<file path="config.mk">
export PLATFORM = sky130hd
export DESIGN_NAME = ext_sram_ctrl
export DESIGN_NICKNAME = d
export VERILOG_FILES = /design/src/rtl/ext_sram_ctrl.sv
export SDC_FILE = /design/constraint.sdc
export NUM_CORES = 1
export LEC_CHECK = 0
export BUFFER_PORTS_ARGS = -buffer_cell sky130_fd_sc_hd__buf_4
export CAP_MARGIN = 30
export CORE_ASPECT_RATIO = 1.4
export CORE_MARGIN = 1
export CORE_UTILIZATION = 35
export CTS_BUF_LIST = sky130_fd_sc_hd__clkbuf_4 sky130_fd_sc_hd__clkbuf_8
export CTS_CLUSTER_SIZE = 10
export DETAILED_ROUTE_END_ITERATION = 8
export GPL_TIMING_DRIVEN = 0
export PLACE_DENSITY_LB_ADDON = 0.15
export SLEW_MARGIN = 20
export SYNTH_ARGS = -nofsm -noshare
export SYNTH_HDL_FRONTEND = slang
export SYNTH_SLANG_ARGS = --single-unit
</file>
<file path="constraint.sdc">
create_clock -name clk -period 1.35 [get_ports clk]
set_input_delay 0.0675 -clock clk [delete_from_list [all_inputs] [get_ports clk]]
set_output_delay 0.0675 -clock clk [all_outputs]
set_load 0.01 [all_outputs]
</file>
<file path="src/rtl/ext_sram_ctrl.sv">
// Pipelined ZBT/NoBL SRAM controller: single-word read/write commands in, registered pad signals out.
// Write data is on the bus WR_LAT+1 cycles after acceptance; read data returns RD_LAT+2 cycles after acceptance.
module ext_sram_ctrl #(
  parameter int AWIDTH = 21,
  parameter int DWIDTH = 36,
  parameter int WR_LAT = 2,
  parameter int RD_LAT = 2
) (
  input  logic              clk,
  input  logic              rst_n,
  input  logic              req_valid,
  output logic              req_ready,
  input  logic              req_we,
  input  logic [AWIDTH-1:0] req_addr,
  input  logic [DWIDTH-1:0] req_wdata,
  output logic              rsp_valid,
  output logic [DWIDTH-1:0] rsp_rdata,
  output logic              idle,
  output logic [AWIDTH-1:0] RAM_A,
  output logic              RAM_WEn,
  output logic              RAM_LDn,
  output logic              RAM_OEn,
  output logic              RAM_CENn,
  output logic [DWIDTH-1:0] RAM_D_po,
  input  logic [DWIDTH-1:0] RAM_D_pi,
  output logic              RAM_D_poe
);

  logic              r_rd_acc;
  logic [AWIDTH-1:0] r_ram_a;
  logic              r_ram_wen;
  logic              r_ram_ldn;
  logic              r_ram_oen;
  logic [DWIDTH-1:0] r_ram_d_po;
  logic              r_ram_d_poe;
  logic [WR_LAT-1:0] r_wr_flg;
  logic [DWIDTH-1:0] r_wr_dat [WR_LAT];
  logic [RD_LAT-1:0] r_rd_flg;
  logic              r_rsp_valid;
  logic [DWIDTH-1:0] r_rsp_rdata;

  logic w_acc;
  logic w_wr_acc;
  logic w_rd_acc;

  // A write right after a read is held off one cycle so the bus can turn around.
  assign req_ready = ~(r_rd_acc & req_we);
  assign w_acc     = req_valid & req_ready;
  assign w_wr_acc  = w_acc & req_we;
  assign w_rd_acc  = w_acc & ~req_we;

  always_ff @(posedge clk or negedge rst_n) begin
    if (!rst_n) begin
      r_rd_acc    <= 1'b0;
      r_ram_a     <= '0;
      r_ram_wen   <= 1'b1;
      r_ram_ldn   <= 1'b1;
      r_ram_oen   <= 1'b1;
      r_ram_d_po  <= '0;
      r_ram_d_poe <= 1'b1;
      r_wr_flg    <= '0;
      r_rd_flg    <= '0;
      r_rsp_valid <= 1'b0;
      r_rsp_rdata <= '0;
      for (int i = 0; i < WR_LAT; i++) begin
        r_wr_dat[i] <= '0;
      end
    end else begin
      r_rd_acc  <= w_rd_acc;
      r_ram_ldn <= ~w_acc;
      r_ram_wen <= ~w_wr_acc;
      if (w_acc) begin
        r_ram_a <= req_addr;
      end

      for (int i = WR_LAT - 1; i > 0; i--) begin
        r_wr_flg[i] <= r_wr_flg[i-1];
        r_wr_dat[i] <= r_wr_dat[i-1];
      end
      r_wr_flg[0] <= w_wr_acc;
      r_wr_dat[0] <= req_wdata;

      for (int i = RD_LAT - 1; i > 0; i--) begin
        r_rd_flg[i] <= r_rd_flg[i-1];
      end
      r_rd_flg[0] <= w_rd_acc;

      // Final stage lands in the pad registers so drive/OE are IOB-packable.
      r_ram_d_poe <= ~r_wr_flg[WR_LAT-1];
      if (r_wr_flg[WR_LAT-1]) begin
        r_ram_d_po <= r_wr_dat[WR_LAT-1];
      end
      r_ram_oen <= ~r_rd_flg[RD_LAT-1];

      r_rsp_valid <= ~r_ram_oen;
      if (!r_ram_oen) begin
        r_rsp_rdata <= RAM_D_pi;
      end
    end
  end

  assign RAM_A     = r_ram_a;
  assign RAM_WEn   = r_ram_wen;
  assign RAM_LDn   = r_ram_ldn;
  assign RAM_OEn   = r_ram_oen;
  assign RAM_CENn  = 1'b0;
  assign RAM_D_po  = r_ram_d_po;
  assign RAM_D_poe = r_ram_d_poe;
  assign rsp_valid = r_rsp_valid;
  assign rsp_rdata = r_rsp_rdata;
  assign idle      = ~(|r_wr_flg) & ~(|r_rd_flg) & r_ram_ldn;

endmodule
</file>
[Word-level counts from Yosys, hierarchy flattened]
Index checks and enable logic that the tools add are counted.
Word-level totals
  bits in registers: 175
  output and inout port bits: 101
  word-level logic and storage cells: 30
Operators by class
  bitwise logic cells: 15
  reduce and logical (&&, ||, !) cells: 2
Operators with widths (count)
  $not A1 Y1: 9
  $and A1 B1 Y1: 6
  $reduce_or A2 Y1: 2

[Longest topological paths before layout]
Gate-level depths: netlist of the first run.
  word-level depth: 5
  gate-level depth with buffers: 4

[Worst setup path after synthesis of the first run]
Ideal clock, no wire load.
  path type: flip-flop to flip-flop
  from: register r_ram_oen (netlist: RAM_OEn)
  to: register r_rsp_rdata[10] (netlist: rsp_rdata[10])
  setup time: 0.128 ns
  arrival: 1.238 ns
  required time: 1.222 ns
  slack: -0.016 ns
  stages on the path, launching flop included: 4
  clock period less this slack: 1.366 ns
  path through: dfstp_2 buf_2 buf_4 mux2_1
RTL lines
  start, declared: RTL line 33  | logic r_ram_oen;
  start signal, assigned: RTL line 93  | r_ram_oen <= ~r_rd_flg[RD_LAT-1];
  end signal, assigned: RTL line 97  | r_rsp_rdata <= RAM_D_pi;
  end, declared: RTL line 40  | logic [DWIDTH-1:0] r_rsp_rdata;
No word-level cell between the ends.

[Worst setup path in the final report of the first run]
  from: register r_ram_ldn (netlist: RAM_LDn)
  to: output port idle
On the way
  longest elaborated chain between the ends: 1
Ends and longest elaborated chain
  start, declared: RTL line 32  | logic r_ram_ldn;
  start signal, assigned: RTL line 70  | r_ram_ldn <= ~w_acc;
  $and A1 B1 Y1: RTL line 111  | assign idle = ~(|r_wr_flg) & ~(|r_rd_flg) & r_ram_ldn;
  end, declared: RTL line 18  | output logic idle,
No other way between the ends.

==> flow_summary.json, run 1 <==
{
  "crit_fanout": 2,
  "finalCriticalPeriod_ns": 1.37,
  "synth-seq-cells": 174,
  "violations": "setup timing",
  "area_growth_pct": 57.4,
  "ctsLongestPathBuffers": 2,
  "drive_gt1_frac": 0.462,
  "period_share": 1.01,
  "critPathRequiredTime_ns": 1.28,
  "clk_pin_slew_ns": 0.10,
  "netlist_area_um2": 5640,
  "worst-path-stages": 2,
  "arrival_ns": 1.30,
  "finalSetupViolations": 1,
  "ant_nets": 0,
  "final_area_um2": 8870,
  "path_cells": "and4_1, buf_6",
  "synth_top_family_by_area": "multiplexers",
  "slew-limit-headroom": 0.565,
  "numPortBuffers": 196,
  "synth_mux_area_frac": 0.198,
  "syn-num-nets": 388,
  "final_hold_viol_count": 0,
  "die_h_um": 152,
  "drc": 0,
  "htree_levels": 4,
  "worstHoldPathType": "input pin to async pin",
  "rrSetupSlack_ns": 0.04,
  "grtUsageTotal": 0.155,
  "r2r_end": "RAM_A[2]",
  "peakVddDrop_v": 0.000785,
  "power_density_nw_per_um2": 1340,
  "maxSlewViolCount": 0,
  "finalSetupTns_ns": -0.0193,
  "synth_cells": 291,
  "maxCapViolCount": 0,
  "leakage_nw": 4.20,
  "worst-setup-path-type": "register to output pin",
  "synthAdderAreaFrac": 0,
  "crit_path_end": "idle",
  "overflow": 0,
  "grt_max_degree": 91,
  "core-area_um2": 15700,
  "synth_seq_area_share": 0.773,
  "cp-end-kind": "output pin",
  "clock_skew_ns": 0.00965,
  "num_antenna_cells": 0,
  "path_delay_family": "flip-flops",
  "start_util": 0.360,
  "vias": 3509,
  "fp-row-count": 54,
  "grt_pass1_wl_mm": 19.3,
  "synth.avg_cell_area_um2": 19.4,
  "dpl.cell_count": 684,
  "status": "finished, violations left",
  "fin_cells": 815,
  "antenna_found_initial": 0,
  "synthXorXnorAreaFrac": 0,
  "place_hpwl_mm": 7.96,
  "layout_common_cells": "buf_4, dfrtp_1, dlygate4sd3_1",
  "final_common_cell": "buf_4",
  "routedWlPerCell_um": 14.7,
  "drt_iter0_drc": 75,
  "fin_ws_ns": -0.0193,
  "r2r-start": "r_rd_flg[0]",
  "die-area_um2": 16600,
  "synth_compound_area_frac": 0.00333,
  "fin_nets": 703,
  "dpl_cell_area_um2": 7390,
  "rsz0062_at_grt": "yes",
  "utilization": 0.566,
  "worst-path-buf-inv": 1,
  "total_power_mw": 11.9,
  "startpoint_type": "register",
  "pin_count": 198,
  "root_buffer": "clkbuf_8",
  "viasPerCell": 4.31,
  "whs_ns": 0.192,
  "max_freq_mhz": 730,
  "wl_mm": 12.0,
  "ys_types": 17,
  "drt_pass1_iterations": 3,
  "r2r_cells": 3,
  "clk-insertion-delay-late_ns": 0.45,
  "grt_pass1_vias": 3946,
  "gp_congestion": 0.682,
  "die_x_um": 109,
  "yosysWarnings": 0,
  "synthSimpleGateAreaFrac": 0.00644,
  "crit_slowest_cell": "dfstp_2",
  "worstMarginPinSlew_ns": 0.652,
  "pre_cts_slack_ns": -0.0730,
  "numCtsBuffers": 17,
  "slowest_delay_ns": 0.54,
  "setup.worst_path.start": "RAM_LDn",
  "cts.sinks": 174,
  "cts_tree": "yes"
}
## per-layer routing
layer,vias up,share of wire,track usage
li1,1608,-,-
met1,1766,0.37,0.166
met2,110,0.54,0.270
met3,25,0.053,0.0449
met4,0,0.036,0.0851
met5,-,0,0
## synth_stat cells
cell type	instances	area, um2
mux2_2	14	158
mux2_4	19	285
buf_4	7	52.6
mux2_1	60	676
buf_2	2	10.0
a21boi_4	1	18.8
dfrtp_1	170	4250
inv_1	3	11.3
buf_6	2	22.5
nor2b_1	1	6.26
nor2_1	2	7.51
or2_2	1	6.26
conb_1	1	3.75
nand2_1	2	7.51
inv_2	1	3.75
and4_1	1	8.76
dfstp_2	4	105
## where the power goes
group / leakage [nW] / internal, mW / switching, mW / total (mW)
sequential: 2.03 / 5.76 / 0.259 / 6.02
combinational: 1.95 / 1.27 / 0.808 / 2.08
clock: 0.220 / 1.92 / 1.90 / 3.82
## state kept, by name (all words and copies together) (netlist names)
| register | cells |
|---|---|
| rsp_valid | 1 |
| r_wr_dat | 72 |
| RAM_D_po | 36 |
| RAM_LDn | 1 |
| r_rd_flg | 2 |
| RAM_A | 21 |
| RAM_OEn | 1 |
| rsp_rdata | 36 |
| RAM_D_poe | 1 |
| r_wr_flg | 2 |
| RAM_WEn | 1 |
## how the worst min path moves through the flow
stage,to,slack (ns)
floorplan,RAM_A[0],-0.23
detailed placement,RAM_A[1],0.12
finish,RAM_A[1],0.19
CTS,RAM_A[1],0.20
global placement,r_wr_dat[46],0.18
global route,RAM_A[1],0.23
## kinds of logic (layout without fill, tap and decap cells)
logic type	count (synthesis)	in the layout
AO/OA/AOI/OAI	1	1
buffers and inverters	15	343
flip-flops	174	174
multiplexers	93	93
other	1	1
AND/OR/NAND/NOR	7	7
## final cells by class
type / instances / area (um2)
plain buffers: 9 / 118
clock buffers: 18 / 248
clock inverters: 14 / 178
fillers: 1282 / 6800
inverters: 4 / 17.5
multi-input cells: 102 / 1180
flip-flops and latches: 174 / 4360
well taps: 196 / 245
repair buffers: 298 / 2520
## timing repair
action,CTS,global route
setup buffers,4,0
endpoints found under the setup margin,41,17
resized for setup,16,5
endpoints found under the hold margin,186,0
hold buffers,97,0
pin swaps,0,1
No activity file was read; power rests on OpenSTA's default activity.
==> run 2, diff against run 1 <==
CELL_PAD_IN_SITES_DETAIL_PLACEMENT = 1   (was default)
CELL_PAD_IN_SITES_GLOBAL_PLACEMENT = 1   (was default)
CORE_UTILIZATION = 30   (was 35)
SKIP_LAST_GASP = 1   (was default)
==> flow_summary.json, run 2 (synthesis gave the netlist of run 1 again) <==
{
  "status": "finished, violations left",
  "violations": "setup timing",
  "leakage_nw": 4.24,
  "max_freq_mhz": 688,
  "path_cells": "buf_6, a21boi_4, buf_6, clkbuf_16, mux2_4",
  "drt_pass1_iterations": 4,
  "switching_share": 0.257,
  "viasPerCell": 4.14,
  "area_growth_pct": 60.5,
  "finalCriticalPeriod_ns": 1.45,
  "crit_slowest_cell": "dfrtp_2",
  "worst-setup-path-type": "register to register",
  "slowest_delay_ns": 0.45,
  "htree_levels": 4,
  "finalSetupViolations": 20,
  "finalSetupTns_ns": -1.49,
  "arrival_ns": 1.79,
  "period_share": 1.08,
  "critPathRequiredTime_ns": 1.69,
  "drt_iter0_drc": 138,
  "pwr-share-clk": 0.326,
  "grt_pass1_vias": 4098,
  "r2r_cells": 5,
  "rsz0062_at_grt": "yes",
  "die_h_um": 164,
  "numPortBuffers": 196,
  "clk_pin_slew_ns": 0.10,
  "final_hold_viol_count": 0,
  "peakVddDrop_v": 0.000596,
  "die_x_um": 118,
  "startpoint_type": "register",
  "worstMarginPinSlew_ns": 0.722,
  "power_frac_comb": 0.175,
  "num_antenna_cells": 0,
  "grtUsageTotal": 0.145,
  "routedWlPerCell_um": 15.3,
  "clock_skew_ns": 0.00973,
  "fp-row-count": 58,
  "final_common_cell": "buf_4",
  "die-area_um2": 19300,
  "crit_fanout": 5,
  "antenna_found_initial": 0,
  "overflow": 0,
  "power_frac_seq": 0.498,
  "maxSlewViolCount": 0,
  "fin_ws_ns": -0.104,
  "largest_reg_flops": 72,
  "internal_power_mw": 8.99,
  "total_power_mw": 12.1,
  "regMostFlops": "r_wr_dat",
  "fillers": 1803,
  "utilization": 0.497,
  "rrSetupSlack_ns": -0.10,
  "core-area_um2": 18200,
  "pin_count": 198,
  "maxCapViolCount": 0,
  "gp_congestion": 0.648,
  "slew-limit-headroom": 0.519,
  "ant_nets": 0,
  "worstHoldPathType": "input pin to async pin",
  "numCtsBuffers": 17,
  "clk-insertion-delay-late_ns": 0.45,
  "cts.sinks": 174,
  "power_density_nw_per_um2": 1340,
  "grt_pass1_wl_mm": 21.4,
  "cp-end-kind": "register",
  "r2r_end": "RAM_A[6]",
  "power.switching_mw": 3.11,
  "register_area_um2": 4360,
  "wl_mm": 13.2,
  "root_buffer": "clkbuf_8",
  "multi_input_area_um2": 1180,
  "vias": 3578,
  "ctsLongestPathBuffers": 2,
  "crit_path_frequent_cell": "buf_6",
  "cts_tree": "yes",
  "place_hpwl_mm": 8.88,
  "drive_gt1_frac": 0.466,
  "layout_common_cells": "buf_4, dfrtp_1, dlygate4sd3_1",
  "pre_cts_slack_ns": -0.0691,
  "whs_ns": 0.175,
  "drc": 0,
  "r2r-start": "r_rd_flg[0]",
  "fin_nets": 709,
  "start_util": 0.309,
  "grt_max_degree": 95
}
## run 2: critical path, delay by kind of cell, from the launching register on
kind            cells  cell delay (ns)
compound gates      1             0.17
flops               1             0.45
mux                 1             0.29
buf+inv             3             0.43
## run 2: final cells by class
type / count / share of cell area
Multi-Input combinational cell: 102 / 0.130
Timing Repair Buffer: 303 / 0.287
Buffer: 10 / 0.0166
Clock buffer: 18 / 0.0267
Inverter: 4 / 0.00221
Sequential cell: 174 / 0.482
Tap cell: 240 / 0.0332
Clock inverter: 14 / 0.0219
## run 2: repair_timing
action / 4_1_cts / 5_1_grt
gates resized for setup: 14 / 14
endpoints found under the setup margin: 49 / 61
buffers inserted: 3 / 4
hold endpoints to repair: 190 / 0
cloned: 0 / 2
hold buffers: 97 / 0
pin swaps: 1 / 1
## run 2: stage by stage
step	area, um2	cells
5_1_grt	9040	865
3_5_place_dp	7450	728
6_report	9040	865
3_3_place_gp	7410	727
4_1_cts	8920	860
2_1_floorplan	5640	291
## run 2: worst max-delay path by stage
stage	from	slack, ns	end
after floorplan	RAM_OEn	0.04	rsp_rdata[10]
after global placement	rst_n	-0.74	rsp_rdata[8]
after detailed placement	RAM_OEn	-0.07	rsp_rdata[10]
after CTS	r_wr_flg[1]	-0.16	idle
after global routing	r_wr_flg[1]	-0.14	idle
final	r_rd_flg[0]	-0.10	RAM_A[6]
## run 2: layer usage
layer  vias to the layer above  global-route usage  routed length (um)
met3                        16              0.0472                 693
li1                       1620                   -                   -
met5                         -                   0                   0
met2                       108               0.257                7500
met4                         0              0.0659                 251
met1                      1834               0.157                4790
## run 2: power groups by stage
stage / registers [mW] / clock network, mW / logic, mW
after floorplan: 6.30 / 0 / 0.476
after global placement: 6.10 / 0 / 1.81
after detailed placement: 6.14 / 0 / 1.87
after CTS: 6.04 / 4.16 / 2.13
after global routing: 6.11 / 4.34 / 2.29
final: 6.03 / 3.95 / 2.12
